--- src/rtl/acc_multicycle_core.sv ---
// Multi-cycle accumulator core (FSM, IR, PC, register file, ALU). Zero-wait latency is 2-4 cycles per instruction.
// A memory request is held stable until mem_ready; each wait cycle adds one cycle.
module acc_multicycle_core #(
    parameter int WORD_LEN  = 16,
    parameter int ADDR_LEN  = 12,
    parameter int REG_COUNT = 8
) (
    input  logic                clk,
    input  logic                rst,
    output logic                mem_req,
    output logic                mem_we,
    output logic [ADDR_LEN-1:0] mem_addr,
    output logic [WORD_LEN-1:0] mem_wdata,
    input  logic [WORD_LEN-1:0] mem_rdata,
    input  logic                mem_ready,
    output logic                halted,
    output logic [ADDR_LEN-1:0] dbg_pc,
    output logic [WORD_LEN-1:0] dbg_r0
);
    localparam int W  = WORD_LEN;
    localparam int A  = ADDR_LEN;
    localparam int RA = $clog2(REG_COUNT);
    localparam logic [A-1:0] PC_STEP = 1;

    localparam logic [3:0] OP_LOAD  = 4'd0;
    localparam logic [3:0] OP_STORE = 4'd1;
    localparam logic [3:0] OP_JUMP  = 4'd2;
    localparam logic [3:0] OP_BRZ   = 4'd3;
    localparam logic [3:0] OP_ADD   = 4'd4;
    localparam logic [3:0] OP_SUB   = 4'd5;
    localparam logic [3:0] OP_AND   = 4'd6;
    localparam logic [3:0] OP_OR    = 4'd7;
    localparam logic [3:0] OP_MVTO  = 4'd8;
    localparam logic [3:0] OP_MVFR  = 4'd9;
    localparam logic [3:0] OP_ADDR  = 4'd10;
    localparam logic [3:0] OP_SUBR  = 4'd11;
    localparam logic [3:0] OP_NOT   = 4'd12;
    localparam logic [3:0] OP_ADDI  = 4'd13;
    localparam logic [3:0] OP_HALT  = 4'd14;
    localparam logic [3:0] OP_NOP   = 4'd15;

    typedef enum logic [2:0] {
        S_INIT, S_FETCH, S_DECODE, S_MEM_RD, S_MEM_WB, S_MEM_WR, S_REG_EXEC, S_HALT
    } state_t;

    state_t         state, state_nxt;
    logic [A-1:0]   pc;
    logic [W-1:0]   ir, mdr, b;
    logic [W-1:0]   regs [REG_COUNT];

    logic [3:0]     opcode;
    logic [A-1:0]   addr_f;
    logic [RA-1:0]  ri;
    logic [W-1:0]   r0, imm_sext;

    assign opcode   = ir[W-1:W-4];
    assign addr_f   = ir[A-1:0];
    assign ri       = ir[RA-1:0];
    assign r0       = regs[0];
    assign imm_sext = {{(W-A){ir[A-1]}}, ir[A-1:0]};

    assign halted = (state == S_HALT);
    assign dbg_pc = pc;
    assign dbg_r0 = r0;

    always_ff @(posedge clk or posedge rst) begin
        if (rst) state <= S_INIT;
        else     state <= state_nxt;
    end

    // Memory outputs are pure state decode so an async reset drops mem_req at once.
    always_comb begin
        state_nxt = state;
        mem_req   = 1'b0;
        mem_we    = 1'b0;
        mem_addr  = '0;
        mem_wdata = '0;
        case (state)
            S_INIT: state_nxt = S_FETCH;
            S_FETCH: begin
                mem_req  = 1'b1;
                mem_addr = pc;
                if (mem_ready) state_nxt = S_DECODE;
            end
            S_DECODE: begin
                case (opcode)
                    OP_JUMP, OP_BRZ, OP_NOP:             state_nxt = S_FETCH;
                    OP_HALT:                             state_nxt = S_HALT;
                    OP_LOAD, OP_ADD, OP_SUB, OP_AND, OP_OR: state_nxt = S_MEM_RD;
                    OP_STORE:                            state_nxt = S_MEM_WR;
                    default:                             state_nxt = S_REG_EXEC;
                endcase
            end
            S_MEM_RD: begin
                mem_req  = 1'b1;
                mem_addr = addr_f;
                if (mem_ready) state_nxt = S_MEM_WB;
            end
            S_MEM_WB: state_nxt = S_FETCH;
            S_MEM_WR: begin
                mem_req   = 1'b1;
                mem_we    = 1'b1;
                mem_addr  = addr_f;
                mem_wdata = r0;
                if (mem_ready) state_nxt = S_FETCH;
            end
            S_REG_EXEC: state_nxt = S_FETCH;
            S_HALT:     state_nxt = S_HALT;
            default:    state_nxt = S_INIT;
        endcase
    end

    always_ff @(posedge clk or posedge rst) begin
        if (rst) begin
            pc  <= '0;
            ir  <= '0;
            mdr <= '0;
            b   <= '0;
            for (int i = 0; i < REG_COUNT; i++) regs[i] <= '0;
        end else begin
            case (state)
                S_FETCH: begin
                    if (mem_ready) begin
                        ir <= mem_rdata;
                        pc <= pc + PC_STEP;
                    end
                end
                S_DECODE: begin
                    b <= regs[ri];
                    if (opcode == OP_JUMP || (opcode == OP_BRZ && r0 == '0)) pc <= addr_f;
                end
                S_MEM_RD: if (mem_ready) mdr <= mem_rdata;
                S_MEM_WB: begin
                    case (opcode)
                        OP_LOAD: regs[0] <= mdr;
                        OP_ADD:  regs[0] <= r0 + mdr;
                        OP_SUB:  regs[0] <= r0 - mdr;
                        OP_AND:  regs[0] <= r0 & mdr;
                        OP_OR:   regs[0] <= r0 | mdr;
                        default: ;
                    endcase
                end
                // B holds reg[Ri] captured in DECODE, so Ri == R0 cases fall out naturally.
                S_REG_EXEC: begin
                    case (opcode)
                        OP_MVTO: regs[ri] <= r0;
                        OP_MVFR: regs[0]  <= b;
                        OP_ADDR: regs[0]  <= r0 + b;
                        OP_SUBR: regs[0]  <= r0 - b;
                        OP_NOT:  regs[ri] <= ~b;
                        OP_ADDI: regs[0]  <= r0 + imm_sext;
                        default: ;
                    endcase
                end
                default: ;
            endcase
        end
    end
endmodule

--- config.mk ---
export PLATFORM = sky130hd
export DESIGN_NAME = acc_multicycle_core
export DESIGN_NICKNAME = d
export VERILOG_FILES = /design/src/rtl/acc_multicycle_core.sv
export SDC_FILE = /design/constraint.sdc
export NUM_CORES = 1
export LEC_CHECK = 0
export ABC_AREA = 1
export CAP_MARGIN = 20
export CORE_UTILIZATION = 39
export CTS_CLUSTER_DIAMETER = 60
export DETAILED_ROUTE_END_ITERATION = 10
export SETUP_SLACK_MARGIN = 0.5
export SLEW_MARGIN = 20
export SYNTH_ARGS = -nofsm -noshare
export SYNTH_HDL_FRONTEND = slang
export SYNTH_SLANG_ARGS = --single-unit
--- constraint.sdc ---
create_clock -name clk -period 9 [get_ports clk]
set_input_delay 0.9 -clock clk [delete_from_list [all_inputs] [get_ports clk]]
set_output_delay 0.9 -clock clk [all_outputs]
set_load 0.01 [all_outputs]
# --- Word-level counts from Yosys, hierarchy flattened ---
# Memories as Yosys holds them, arrays and structs flattened.
# Cells that the tools add are included.
classes:
  n_addsub: 6
  order_cmp: 2
  n_eq_ne: 25
  mux: 22
  bitwise: 4
  reduce_logical: 18
ops:
  columns: ["op", "count"]
  rows:
  - ["$bwmux 128", 2]
  - ["$pmux 112 s2", 1]
  - ["$pmux 16 s6", 1]
  - ["$pmux 16 s5", 1]
  - ["$mux 16", 4]
  - ["$add 16x16->16", 3]
  - ["$bmux 16 s3", 1]
  - ["$demux 16 s3", 1]
  - ["$pmux 12 s2", 2]
  - ["$pmux 16 s2", 1]
  - ["$sub 16x16->16", 2]
  - ["$eq 4x4->1 const B", 6]
  - ["$mux 12", 2]
  - ["$pmux 3 s6", 1]
  - ["$and 16x16->16", 1]
  - ["$eq 4x3->1 const B", 4]
  - ["$logic_not 16->1", 1]
  - ["$not 16->16", 1]
  - ["$or 16x16->16", 1]
  - ["$add 12x1->12 const B", 1]
  - ["$eq 3x3->1 const B", 4]
  - ["$mux 3", 3]
  - ["$reduce_and 3->1", 3]
  - ["$eq 4x2->1 const B", 2]
  - ["other kinds (17)", 28]
word_totals:
  register_bits: 191
  rom_bits: 48
  in_bits: 19
  out_inout_bits: 59
  wordCells: 91
  n_memories: 1
memory_table:
  columns: ["memory", "depth", "word_bits", "rd", "rd_ports_with_merged_regs", "write_ports", "line", "rtl"]
  rows:
  - ["(name not given)", 16, 3, 1, 0, 0, "86", "case (opcode)"]

# --- Longest topological paths before layout ---
logic_depth:
  depth_word: 8
  depth_mapped: 26
  ltp_nobuf: 26

# --- Worst setup path before layout ---
# No wires, ideal clock.
synth_timing:
  path_kind: "register to register"
  from: "register ir[13]"
  to: "register regs, in the netlist dbg_r0[9]"
  setup_time_ns: 0.116
  t_arrival_ns: 2.929
  required_ns: 8.884
  slack_ns: 5.955
  path_stages_with_launch: 25
  path_buffers: 3
  period_less_slack_ns: 3.045
  path_cell_list: "dfrtp_1 buf_4 nand2_2 inv_2 nand2_4 nand2_1 buf_4 inv_2 clkbuf_1 a211oi_1 a21oi_1 ha_1 nand2_1 nand2_1 a21oi_1 nand2_1 nand2_1 nand2_1 or2_2 nand3_1 o211ai_1 nand2_1 nand2_1 nand2_1 nand2_1"
synth_via:
  elab_chain_cells: 3
  elab_cells_between_ends: 17
  cone_classes: "12 x eq/ne; 3 x mux; 2 x reduce/logical"
synth_lines:
  columns: ["item", "line", "rtl"]
  rows:
  - ["start: declaration", "48", "logic [W-1:0] ir, mdr, b;"]
  - ["start signal: assignment", "124", "ir <= mem_rdata;"]
  - ["$eq 4x4->1 (tied with other cells)", "145", "case (opcode)"]
  - ["$pmux 16 s6 (tied with other cells)", "145", null]
  - ["$pmux 16 s2 or $reduce_and 3->1 (tied branches)", null, null]
  - ["end signal: indexed assignment", "146", "OP_MVTO: regs[ri] <= r0;"]
  - ["end signal: indexed assignment", "150", "OP_NOT: regs[ri] <= ~b;"]
  - ["end: declaration", "49", "logic [W-1:0] regs [REG_COUNT];"]
# Several ways; a longest one is shown, not always the timed one.
# A chain may end at the register's enable or synchronous reset.

# --- Final worst setup path ---
layout_timing:
  from: "register ir[13]"
  to: "register regs, in the netlist dbg_r0[14]"
# The elaborated chain is that of the path after synthesis.

==> metrics.md <==
| Metric | Value |
|---|---|
| Status | complete, no violations |
| Clk sinks | 191 |
| CTS clk-pin slew, worst paths | 80 ps |
| Placed instance count | 2064 |
| CTS Hold Bufs | 0 |
| Pleak | 0.006214 uW |
| GP Congestion | 1.025 |
| Crit path arrival time | 4380 ps |
| Area grow syn2layout | 12.70% |
| Async SR Flop Fraction | 1.000 |
| Clock Tree Buf Depth | 2 |
| Clk Latency, worst-skew pair | 460 ps |
| Worst hold path startpoint | regs[5] |
| Root Buffer | clkbuf_16 |
| Reg2reg setup slack | 4970 ps |
| Die width | 178.7 um |
| GRT met2 Usage | 0.4339 |
| Pre-CTS WS | 5026 ps |
| Die footprint | 31940 um2 |
| Max frequency | 248.2 MHz |
| Initial Utilization | 0.3971 |
| Non-Filler Instances | 2096 |
| Worst Hold End | regs[5] |
| Max-slew violation count | 0 |
| HPWL after DPL | 31790 um |
| FF-to-FF End | dbg_r0[14] |
| Slew HR | 0.2932 |
| Post-synthesis sequential area ratio | 0.3924 |
| First-pass GRT wire length | 66210 um |
| Worst slew pin tran | 1049 ps |
| Largest net degree at the start of global routing | 123 |
| Layout net count | 1746 |
| Area leader, netlist | dfrtp_1 |
| Number of global-route vias before repair | 11176 |
| Post-synth top flop | dfrtp_1 |
| Routed len/inst | 20.38 um |
| Grt met1 use | 0.3754 |
| DRC viols | 0 |
| Yosys cell types | 52 |
| # diodes | 0 |
| Yosys reg bits | 191 |
| Reg2reg path depth | 22 |
| CTS tree | yes |
| Post-route clock period utilization | 0.4477 |
| Post-route setup TNS | 0 ps |
| # Post-CTS Setup Buffers | 0 |
| Main area contributors after synthesis | dfrtp_1, nand2_1, o21ai_0 |
| Final Instance Area | 13730 um2 |
| Synthesized Nets | 1729 |
| Final setup viols | 0 |
| GR Overflow Total | 0 |
| Cts bufs inserted | 17 |
| DRT Pass-1 Iters | 5 |
| GRT Util Overall | 0.2777 |
| Setup CP Type | reg -> reg |
| DRT iter0 DRCs | 1171 |
| CP startpoint kind | register |
| Core Region | 30670 um2 |
| Max H-tree Level | 4 |
| Crit. End Element | register |
| Global route hottest layer | met2 |
| CTS resizes | 0 |
| Cells after Synth | 1670 |
| IO buf count | 77 |
| Via density | 5.652 |
| Hold path cells | 2 |
| Boundary Pins | 78 |
| Synthesized area | 12180 um2 |
| Detail Route Antenna Nets | 0 |
| Drt total wl | 42720 um |
| Share of cells above drive strength 1 | 0.04353 |
| Row count | 64 |
| Initial antenna violation count | 0 |
| Pwr dens | 371.4 nW/um2 |
| Tightest Hold Check Type | reg -> reg |
| VDD IR max | 0.1699 mV |
| DP Area | 13090 um2 |
| Via count | 11847 |
| Synth warn | 0 |
| RSZ-0062 raised after global routing | no |
| Final Power | 5098 uW |
| Synth top area share | 0.3924 |
| Setup ws final | 4971 ps |
| Avg Cell Area, Syn | 7.293 um2 |
| Die H | 178.7 um |
| CP Max Fanout | 11 |
| Final number of hold-violating endpoints | 0 |
| GRT met3 Usage | 0.04347 |
| Worst Path Required | 9350 ps |
| Fin crit period | 4029 ps |
| R2R Path Start | ir[13] |
| Clk_skew | 14.02 ps |
| Post-synth EDFFs | 0 |
| Maxcap violations | 0 |
[cell usage in the layout, fill, tap and decap left out, types with 29 or more instances in the layout]
master,n
nand2_1,409
o21ai_0,264
dfrtp_1,191
inv_1,172
nor2_1,120
a21oi_1,99
clkdlybuf4s50_1,77
nand3_1,69
ha_1,38
a221oi_1,29
[worst max-delay path: stages (launching register included)]
cell and delay (ps):
dfrtp_1 730, nand2_2 210, inv_2 180, nand2_4 120
nand2_1 310, inv_2 190, a211oi_1 250, a21oi_1 90
ha_1 390, a21oi_1 270, nand2_1 180, nand2_1 90
inv_1 50, nand2_1 50, nand2_1 80, nand3_1 160
nand3_1 90, nand3_1 110, nand3_1 80, nand2_1 120
nand2_1 70, nand2_1 60, nand2_1 50
[synth_stat cells, types with 14 or more instances]
cell,n
a21oi_1,99
a221oi_1,29
buf_4,18
clkbuf_1,52
dfrtp_1,191
ha_1,38
inv_1,173
nand2_1,410
nand3_1,69
nand4_1,14
nor2_1,120
nor3_1,14
o21ai_0,264
o22ai_1,14
xor2_1,17
[per-layer routing]
| layer | vias up | share of wire |
|---|---|---|
| li1 | 5655 | - |
| met5 | - | 0 |
| met4 | 0 | 0.043 |
| met2 | 431 | 0.45 |
| met1 | 5689 | 0.45 |
| met3 | 72 | 0.059 |
[logic make-up after synthesis]
group	share of synthesized area
adder cells (fa/ha/maj)	0.04233
AND/OR/NAND/NOR	0.2232
XOR/XNOR	0.01366
flip-flops	0.3924
buffers and inverters	0.09205
AO/OA/AOI/OAI	0.2363
[report_power, final]
part	total [uW]	switching, uW	internal [uW]
logic	2890	1950	934
clock network	827	370	457
registers	1380	337	1050
total	5100	2660	2440
[how the worst max path moves through the flow]
stage          startpoint         end  depth (start not counted)
2_1_floorplan         rst        b[0]                          1
3_3_place_gp       ir[13]   dbg_r0[9]                         21
3_5_place_dp       ir[13]   dbg_r0[9]                         21
4_1_cts            ir[13]   dbg_r0[9]                         21
5_1_grt            ir[13]   dbg_r0[9]                         21
6_report           ir[13]  dbg_r0[14]                         22
[registers in the layout (all words and copies together) (netlist names)]
name	count
regs	112
b	16
dbg_r0	16
ir	16
mdr	16
dbg_pc	12
state	3
[final cells by class]
cell class | count | area (um2)
clock buffer | 19 | 442.9
clock inverter | 13 | 192.7
fill | 3184 | 16940
inverter | 184 | 703.2
multi-input combinational | 1208 | 6281
sequential | 191 | 4780
tap | 396 | 495.5
timing repair buffer | 85 | 830.8
[metrics by stage]
stage | utilization | hold slack [ps]
floorplan | - | 453.0
global placement | 0.4267 | 465.7
detailed placement | 0.4268 | 473.2
CTS | 0.4475 | 490.4
global route | 0.4475 | 499.8
finish | 0.4475 | 486.2
Power figures use the tool's default switching activity.
